<file path="src/rtl/hazard_scoreboard_pkg.sv">
// Shared types and sizes for the hazard scoreboard: register-file geometry,
// pending-counter width and the two-state stall controller encoding.
package hazard_scoreboard_pkg;

   localparam int NREG = 8;
   localparam int AW   = $clog2(NREG);
   localparam int CNTW = 2;

   typedef enum logic [0:0] {
      RUN     = 1'b0,
      MEMWAIT = 1'b1
   } state_e;

   localparam logic [0:0] ST_RUN     = RUN;
   localparam logic [0:0] ST_MEMWAIT = MEMWAIT;

   localparam logic [CNTW-1:0] CNT_MAX = '1;

endpackage

</file>
<file path="src/rtl/hazard_scoreboard_pend_counter.sv">
// One pending-write counter: counts in-flight writers of a single register,
// saturating at full scale and never wrapping below zero.
module pend_counter
   import hazard_scoreboard_pkg::*;
(
   input  logic clk,
   input  logic rst,
   input  logic inc,
   input  logic dec,
   output logic nonzero
);

   logic [CNTW-1:0] cnt_q;
   logic [CNTW-1:0] cnt_d;

   // Simultaneous inc and dec cancel; out-of-range steps are dropped.
   always_comb begin
      cnt_d = cnt_q;
      if (inc && !dec && (cnt_q != CNT_MAX)) begin
         cnt_d = cnt_q + 1'b1;
      end else if (dec && !inc && (cnt_q != '0)) begin
         cnt_d = cnt_q - 1'b1;
      end
   end

   always_ff @(posedge clk or posedge rst) begin
      if (rst) begin
         cnt_q <= '0;
      end else begin
         cnt_q <= cnt_d;
      end
   end

   assign nonzero = (cnt_q != '0);

endmodule

</file>
<file path="src/rtl/hazard_scoreboard.sv">
// Producer-side hazard scoreboard: per-register pending writes plus the
// IF/ID/EX stall, bubble and flush controls. HAZARD_PERF_EN adds perf counters.
module hazard_scoreboard
   import hazard_scoreboard_pkg::*;
(
   input  logic            CLK,
   input  logic            Reset,
   input  logic            id_valid,
   input  logic [AW-1:0]   id_rs1,
   input  logic [AW-1:0]   id_rs2,
   input  logic [AW-1:0]   id_rd,
   input  logic            id_use_rs1,
   input  logic            id_use_rs2,
   input  logic            id_wr,
   input  logic            id_is_branch,
   input  logic            ex_valid,
   input  logic            ex_is_load,
   input  logic [AW-1:0]   ex_rd,
   input  logic            mem_is_load,
   input  logic [AW-1:0]   mem_rd,
   input  logic            mem_req,
   input  logic            mem_ready,
   input  logic            wb_valid,
   input  logic [AW-1:0]   wb_rd,
   input  logic            br_taken,
   output logic            stall_if,
   output logic            stall_id,
   output logic            stall_ex,
   output logic            bubble_ex,
   output logic            flush_id,
   output logic [NREG-1:0] pending,
   output logic [0:0]      state_dbg
`ifdef HAZARD_PERF_EN
   ,
   output logic [15:0]     perf_stall_cyc,
   output logic [15:0]     perf_flush_cnt
`endif
);

   logic [0:0] state_q;
   logic [0:0] state_d;

   logic mem_busy;
   logic load_use;
   logic branch_load;
   logic issue;

   logic [NREG-1:0] inc_vec;
   logic [NREG-1:0] dec_vec;
   logic [NREG-1:0] nz_vec;

   assign mem_busy = mem_req & ~mem_ready;

   assign load_use = ex_valid & ex_is_load &
                     ((id_use_rs1 & (id_rs1 == ex_rd)) |
                      (id_use_rs2 & (id_rs2 == ex_rd)));

   assign branch_load = id_is_branch & mem_is_load & mem_busy &
                        ((id_rs1 == mem_rd) | (id_rs2 == mem_rd));

   // Outputs are held low while Reset is asserted so the pipeline sees a
   // clean idle immediately, without waiting for a clock edge.
   always_comb begin
      stall_if  = 1'b0;
      stall_id  = 1'b0;
      stall_ex  = 1'b0;
      bubble_ex = 1'b0;
      flush_id  = 1'b0;
      state_d   = state_q;
      if (!Reset) begin
         case (state_q)
            ST_RUN: begin
               if (mem_busy || branch_load) begin
                  stall_if = 1'b1;
                  stall_id = 1'b1;
                  stall_ex = 1'b1;
                  state_d  = ST_MEMWAIT;
               end else if (br_taken) begin
                  flush_id  = 1'b1;
                  bubble_ex = 1'b1;
               end else if (load_use) begin
                  stall_if  = 1'b1;
                  stall_id  = 1'b1;
                  bubble_ex = 1'b1;
               end
            end
            ST_MEMWAIT: begin
               // EX is frozen here, so a taken branch will be re-presented later.
               if (!mem_ready) begin
                  stall_if = 1'b1;
                  stall_id = 1'b1;
                  stall_ex = 1'b1;
               end else begin
                  state_d = ST_RUN;
               end
            end
            default: state_d = ST_RUN;
         endcase
      end
   end

   always_ff @(posedge CLK or posedge Reset) begin
      if (Reset) begin
         state_q <= ST_RUN;
      end else begin
         state_q <= state_d;
      end
   end

   assign issue = id_valid & id_wr & ~stall_id & ~flush_id;

   for (genvar r = 0; r < NREG; r++) begin : g_pend
      assign inc_vec[r] = issue & (id_rd == AW'(r));
      assign dec_vec[r] = wb_valid & (wb_rd == AW'(r));

      pend_counter u_cnt (
         .clk     (CLK),
         .rst     (Reset),
         .inc     (inc_vec[r]),
         .dec     (dec_vec[r]),
         .nonzero (nz_vec[r])
      );
   end

   assign pending   = nz_vec;
   assign state_dbg = state_q;

`ifdef HAZARD_PERF_EN
   logic [15:0] perf_stall_q;
   logic [15:0] perf_stall_d;
   logic [15:0] perf_flush_q;
   logic [15:0] perf_flush_d;

   always_comb begin
      perf_stall_d = perf_stall_q;
      perf_flush_d = perf_flush_q;
      if (stall_if && (perf_stall_q != 16'hFFFF)) begin
         perf_stall_d = perf_stall_q + 16'd1;
      end
      if (flush_id && (perf_flush_q != 16'hFFFF)) begin
         perf_flush_d = perf_flush_q + 16'd1;
      end
   end

   always_ff @(posedge CLK or posedge Reset) begin
      if (Reset) begin
         perf_stall_q <= 16'd0;
         perf_flush_q <= 16'd0;
      end else begin
         perf_stall_q <= perf_stall_d;
         perf_flush_q <= perf_flush_d;
      end
   end

   assign perf_stall_cyc = perf_stall_q;
   assign perf_flush_cnt = perf_flush_q;
`endif

endmodule

</file>
<file path="config.mk">
export PLATFORM = sky130hd
export DESIGN_NAME = hazard_scoreboard
export DESIGN_NICKNAME = d
export VERILOG_FILES = /design/src/rtl/hazard_scoreboard_pkg.sv /design/src/rtl/hazard_scoreboard_pend_counter.sv /design/src/rtl/hazard_scoreboard.sv
export SDC_FILE = /design/constraint.sdc
export NUM_CORES = 1
export LEC_CHECK = 0
export CAP_MARGIN = 30
export CORE_MARGIN = 1
export CORE_UTILIZATION = 46
export DETAILED_ROUTE_END_ITERATION = 8
export HOLD_SLACK_MARGIN = 0.06
export MAX_ROUTING_LAYER = met4
export PLACE_DENSITY = 0.8
export SYNTH_ARGS = -nofsm -noshare
export SYNTH_HDL_FRONTEND = slang
export SYNTH_SLANG_ARGS = --single-unit
</file>
<file path="constraint.sdc">
create_clock -name CLK -period 2.8 [get_ports CLK]
set_input_delay 0.28 -clock CLK [delete_from_list [all_inputs] [get_ports CLK]]
set_output_delay 0.28 -clock CLK [all_outputs]
set_load 0.01 [all_outputs]
</file>
After elaboration in Yosys (flattened, before gate mapping). Index checks and enable logic that the tools add are counted.

Add/subtract/negate cells: 16. Equal/unequal tests: 26. Multiplexer cells: 33. Bitwise gates (word level): 33. Reduce and logical (&&, ||, !) cells: 67.

Operator list (number): 1-bit logical AND (32); 2-bit 2-to-1 mux (16); 2-bit nonzero test (16); 1-bit AND (27); 3-bit equality test (second input constant) (8); 2-bit by 1-bit adder with 2-bit output (second input constant) (8); 1-bit logical NOT (16); 2-bit != test (second input constant) (8); 2-bit by 1-bit subtractor with 2-bit output (second input constant) (8); 1-bit 2-to-1 mux (15); 3-bit by 2-bit equality test with 1-bit output (second input constant) (4); 3-bit equality test (4); 3-bit by 1-bit equality test with 1-bit output (second input constant) (2); 3-bit logical NOT (2); 1-bit inverter (4); 1-bit case mux with 2 select lines (2); 1-bit bitwise OR (2); 1-bit logical OR (1).

Flip-flop bits (word level): 17. Input bits: 32. Output and inout port bits: 14. Logic and storage cells: 184.

Logic depth before layout (Yosys ltp).
Depth in word-level cells: 18. Gate-level depth with buffers: 7. Depth with buffers taken out: 6.

By module. Synthesis repeated with hierarchy kept, for this count alone.

Cell total of the unflattened synthesis: 170. Area, all modules: 1298.7 µm².

By module, submodules not included: pend_counter (times used 8, cells an instance 14, area each 115.1 µm², seq. area each 50.0 µm²); hazard_scoreboard (times used 1, cells an instance 58, area each 377.9 µm², seq. area each 25.0 µm²).

Worst setup path before layout. OpenSTA, ideal clock, no wires.

Path kind: reg2reg. From: register state_q, in the netlist state_dbg. To: register g_pend[7].u_cnt.cnt_q[0]. Library setup time: 124 ps. Arrival: 2082 ps. Required time: 2676 ps. Slack: 594 ps. Stages on the path, launching flop included: 7. Buffers on the path: 0. Clock period less this slack: 2206 ps. Path through: dfrtp_1 nor2_2 and3_4 or4b_4 nor3_4 mux2_2 a211o_1.

Elaborated cells on any way between the ends: 17. Those cells by class: mux: 5; bitwise: 6; reduce/logical: 6.

RTL lines: from (decl) (line hazard_scoreboard.sv:40) `logic [0:0] state_q;`; from (signal assigned) (line hazard_scoreboard.sv:106) `state_q <= state_d;`; 1-bit 2-to-1 mux * (line hazard_scoreboard.sv:71) `case (state_q)`; 1-bit 2-to-1 mux * (line hazard_scoreboard.sv:70) `if (!Reset) begin`; named net flush_id (line hazard_scoreboard.sv:30) `output logic flush_id,`; 1-bit inverter * (line hazard_scoreboard.sv:110) `assign issue = id_valid & id_wr & ~stall_id & ~flush_id;`; 1-bit AND * (line hazard_scoreboard.sv:110); 1-bit AND * (line hazard_scoreboard.sv:113) `assign inc_vec[r] = issue & (id_rd == AW'(r));`; 1-bit logical NOT (line hazard_scoreboard_pend_counter.sv:21) `end else if (dec && !inc && (cnt_q != '0)) begin`; 1-bit logical AND (2 in series) (line hazard_scoreboard_pend_counter.sv:21); 2-bit nonzero test (no line); to (signal assigned) (line hazard_scoreboard_pend_counter.sv:30) `cnt_q <= cnt_d;`; to (decl) (line hazard_scoreboard_pend_counter.sv:13) `logic [CNTW-1:0] cnt_q;`.

The timed path passes the listed nets; every way through them passes the cells marked *. A chain may end at the register's enable or synchronous reset.

Worst setup path after layout.
From: input ex_rd[1]. To: output stall_id.

Longest elaborated chain between the ends: 9. Elaborated cells on any way between the ends: 11. Those cells by class: eq/ne: 2; mux: 5; bitwise: 4.

RTL lines: from (decl) (line hazard_scoreboard.sv:18) `input logic [AW-1:0] ex_rd,`; 3-bit equality test (on tied branches) (line hazard_scoreboard.sv:55, hazard_scoreboard.sv:56); 1-bit AND (on tied branches) (line hazard_scoreboard.sv:55, hazard_scoreboard.sv:56); 1-bit bitwise OR * (line hazard_scoreboard.sv:55) `((id_use_rs1 & (id_rs1 == ex_rd)) |`; 1-bit AND * (line hazard_scoreboard.sv:54) `assign load_use = ex_valid & ex_is_load &`; 1-bit 2-to-1 mux * (line hazard_scoreboard.sv:81) `end else if (load_use) begin`; 1-bit 2-to-1 mux * (line hazard_scoreboard.sv:78) `end else if (br_taken) begin`; 1-bit 2-to-1 mux * (line hazard_scoreboard.sv:73) `if (mem_busy || branch_load) begin`; 1-bit case mux with 2 select lines * (line hazard_scoreboard.sv:71); 1-bit 2-to-1 mux * (line hazard_scoreboard.sv:70); to (decl) (line hazard_scoreboard.sv:27) `output logic stall_id,`.

Mark *: on every way between the ends. The rest lies on a longest branch, timed or not.

==> flow_metrics.py <==
metrics = {
    "status": {
        "outcome": "complete, but fails checks",
        "violations": "DRC",
    },
    "sta": {
        "maxSlewHeadroom_pct": 54.5,
        "tightest_slew_ns": 0.681,
        "skew_ns": 0.00339,
        "setup_viol": 0,
        "hold_ws_ns": 0.483,
        "finalHoldViolCount": 0,
        "period_share_pct": 87.2,
        "fmax_mhz": 409,
        "grt_setup_unrepaired": "false",
        "final.setup.tns_ns": 0,
        "drv_slew": 0,
        "period_minus_slack_ns": 2.44,
        "worst_slack_ns": 0.357,
    },
    "grt": {
        "grt_pass1_wl_um": 5640,
        "grt.overflow.total": 0,
        "grt_use_total_pct": 23.0,
        "grt_pass1_vias": 1370,
        "antenna_found_initial": 0,
        "grt_max_degree": 18,
    },
    "clocking": {
        "cts_buffers": 3,
        "cts_resized": 0,
        "clkSlewWorstSetupHoldPaths_ns": 0.10,
        "clk_latency_ns": 0.30,
        "cts_sinks": 17,
        "cts.path.max_buffers": 2,
        "htreeDepth": 1,
        "cts_tree": "yes",
        "cts_hold_buffers": 0,
        "post_cts_buffers": 0,
        "cts_root_buffer": "clkbuf_4",
    },
    "min_path": {
        "min_from": "g_pend[3].u_cnt.cnt_q[0]",
        "min_path_type": "flip-flop to flip-flop",
    },
    "placement": {
        "place_ws_ns": 0.128,
        "hpwl_um": 2620,
        "portBuffers": 40,
        "gp_congestion": 0.697,
    },
    "setup_path": {
        "path_class": "input pin to output pin",
        "path_buf_inv": 2,
        "start_kind": "input pin",
        "cpMaxStageDelayCell": "clkdlybuf4s50_1",
        "critPathMaxFanout": 3,
        "required_ns": 2.52,
        "cp-startpoint": "ex_rd[1]",
        "path_delay_family": "buffers and inverters",
        "arrival_ns": 2.16,
        "timing.rr.start": "state_dbg",
        "crit_top_cell": "clkdlybuf4s50_1",
        "crit_chain": "clkdlybuf4s50_1, xnor2_1, nand4_1, a211oi_2, or2_2, clkdlybuf4s50_1",
        "cpPeakStageDelay_ns": 0.54,
        "end_kind": "output pin",
    },
    "routing": {
        "drt_iter0_drc": 67,
        "drc": 2,
        "route.vias.total": 1342,
        "wl_per_cell_um": 14.2,
        "dr.pass1.iters": 6,
        "drt-total-wl_um": 3250,
        "vias_per_cell": 5.89,
        "detail-route-antenna-nets": 0,
    },
    "logic_synthesis": {
        "yosys_register_bits": 17,
        "synth_top_family_by_area": "simple AND/OR/NAND/NOR gates",
        "synth_common_cells": "dfrtp_1, nand2_1, o21ai_0",
        "syn_inst": 163,
        "yosysMostFrequentCell": "dfrtp_1",
        "yosys.area_share.simple_pct": 35.1,
        "synth_fp_nets": 195,
        "synth_top_area_cell": "dfrtp_1",
        "yosys-mux-area-fraction_pct": 8.26,
        "synth_compound_area_share_pct": 15.2,
        "synth_warnings": 0,
        "synth.distinct_cells": 44,
        "synthTopCellsByArea": "dfrtp_1, o21ai_0, or2_2, buf_4, mux2i_1",
        "synth_adder_area_share_pct": 0,
        "synth_top_area_share_pct": 30.2,
        "syn_area_um2": 1410,
        "syn_avg_cell_area_um2": 8.64,
        "ys_async_sr_fraction_pct": 100,
        "seq_area_frac_synth_pct": 30.2,
        "synth_flop_cell": "dfrtp_1",
        "synth_xor_xnor_area_share_pct": 3.73,
        "synth_edf_count": 0,
    },
    "layout": {
        "final_nets": 230,
        "fin_util_pct": 63.9,
        "drive_above_1_share_pct": 16.2,
        "fillers": 245,
        "num_antenna_cells": 0,
        "syn_to_final_growth_pct": 28.2,
    },
    "die": {
        "core_area_um2": 2830,
        "die-area_um2": 3290,
        "die_h_um": 57.3,
        "num_rows": 19,
        "pin_count": 46,
        "start_util_pct": 49.8,
        "die_w_um": 57.3,
    },
    "flow_run": {
        "maxCapViolCount": 0,
    },
    "power": {
        "power.density_nw_per_um2": 464,
        "p_leak_nw": 0.733,
        "vdd_drop_max_uv": 222,
    },
}
## logic make-up after synthesis
logic type	after synthesis
flip-flops	17
AO/OA/AOI/OAI	34
XOR/XNOR	6
multiplexers	11
buffers and inverters	18
AND/OR/NAND/NOR	77
## metal layers
layer	vias up	GRT usage (%)	part of all wire, %
met4	0	8.71	1.6
met3	7	2.95	4.2
met1	639	25.0	40
met5	-	-	0
li1	653	-	-
met2	43	42.4	54
## power by group
part           internal [mW]  switching [mW]
logic                  0.193           0.139
clock network         0.0556          0.0848
registers              0.303          0.0635
## placed cells by master, fill, tap and decap left out, drive strengths merged, types with 4 or more instances in the layout
cell type and count:
clkdlybuf4s50 40, dfrtp 17, nand2 16, o21ai 14, or2 11, nor2 11
inv 7, nor3 7, xnor2 6, mux2i 6, nand3 5, a21oi 5
mux2 5, nand2b 5, clkbuf 4
## sequential cells by signal (all words and copies together), names as in the netlist
name and count:
g_pend.u_cnt.cnt_q 16, state_dbg 1
## worst paths after layout
path                                             to  slack [ns]  cells after the start
max                                        stall_id        0.36                      6
min                        g_pend[3].u_cnt.cnt_q[0]        0.48                      1
max reg2reg                g_pend[7].u_cnt.cnt_q[0]        0.55                      6
min reg2reg                g_pend[3].u_cnt.cnt_q[0]        0.48                      1
max in group asynchronous  g_pend[6].u_cnt.cnt_q[0]        1.88                      2
min in group asynchronous                 state_dbg        0.49                      2
## through the flow
step                      cells  cell area [µm²]  power (mW)
after floorplan             163             1410       0.581
after global placement      224             1780       0.676
after detailed placement    224             1780       0.704
after CTS                   228             1810       0.841
after global routing        228             1810       0.897
final                       228             1810       0.838
## area by class of cell
| type | instances | area [µm²] | area share, % |
|---|---|---|---|
| clock buffer | 4 | 26.3 | 1.45 |
| timing repair buffer | 41 | 408 | 22.6 |
| sequential | 17 | 425 | 23.5 |
| tap | 31 | 38.8 | 2.15 |
| inverter | 7 | 26.3 | 1.45 |
| multi-input combinational | 128 | 882 | 48.8 |
No activity file was read; power rests on OpenSTA's default activity.
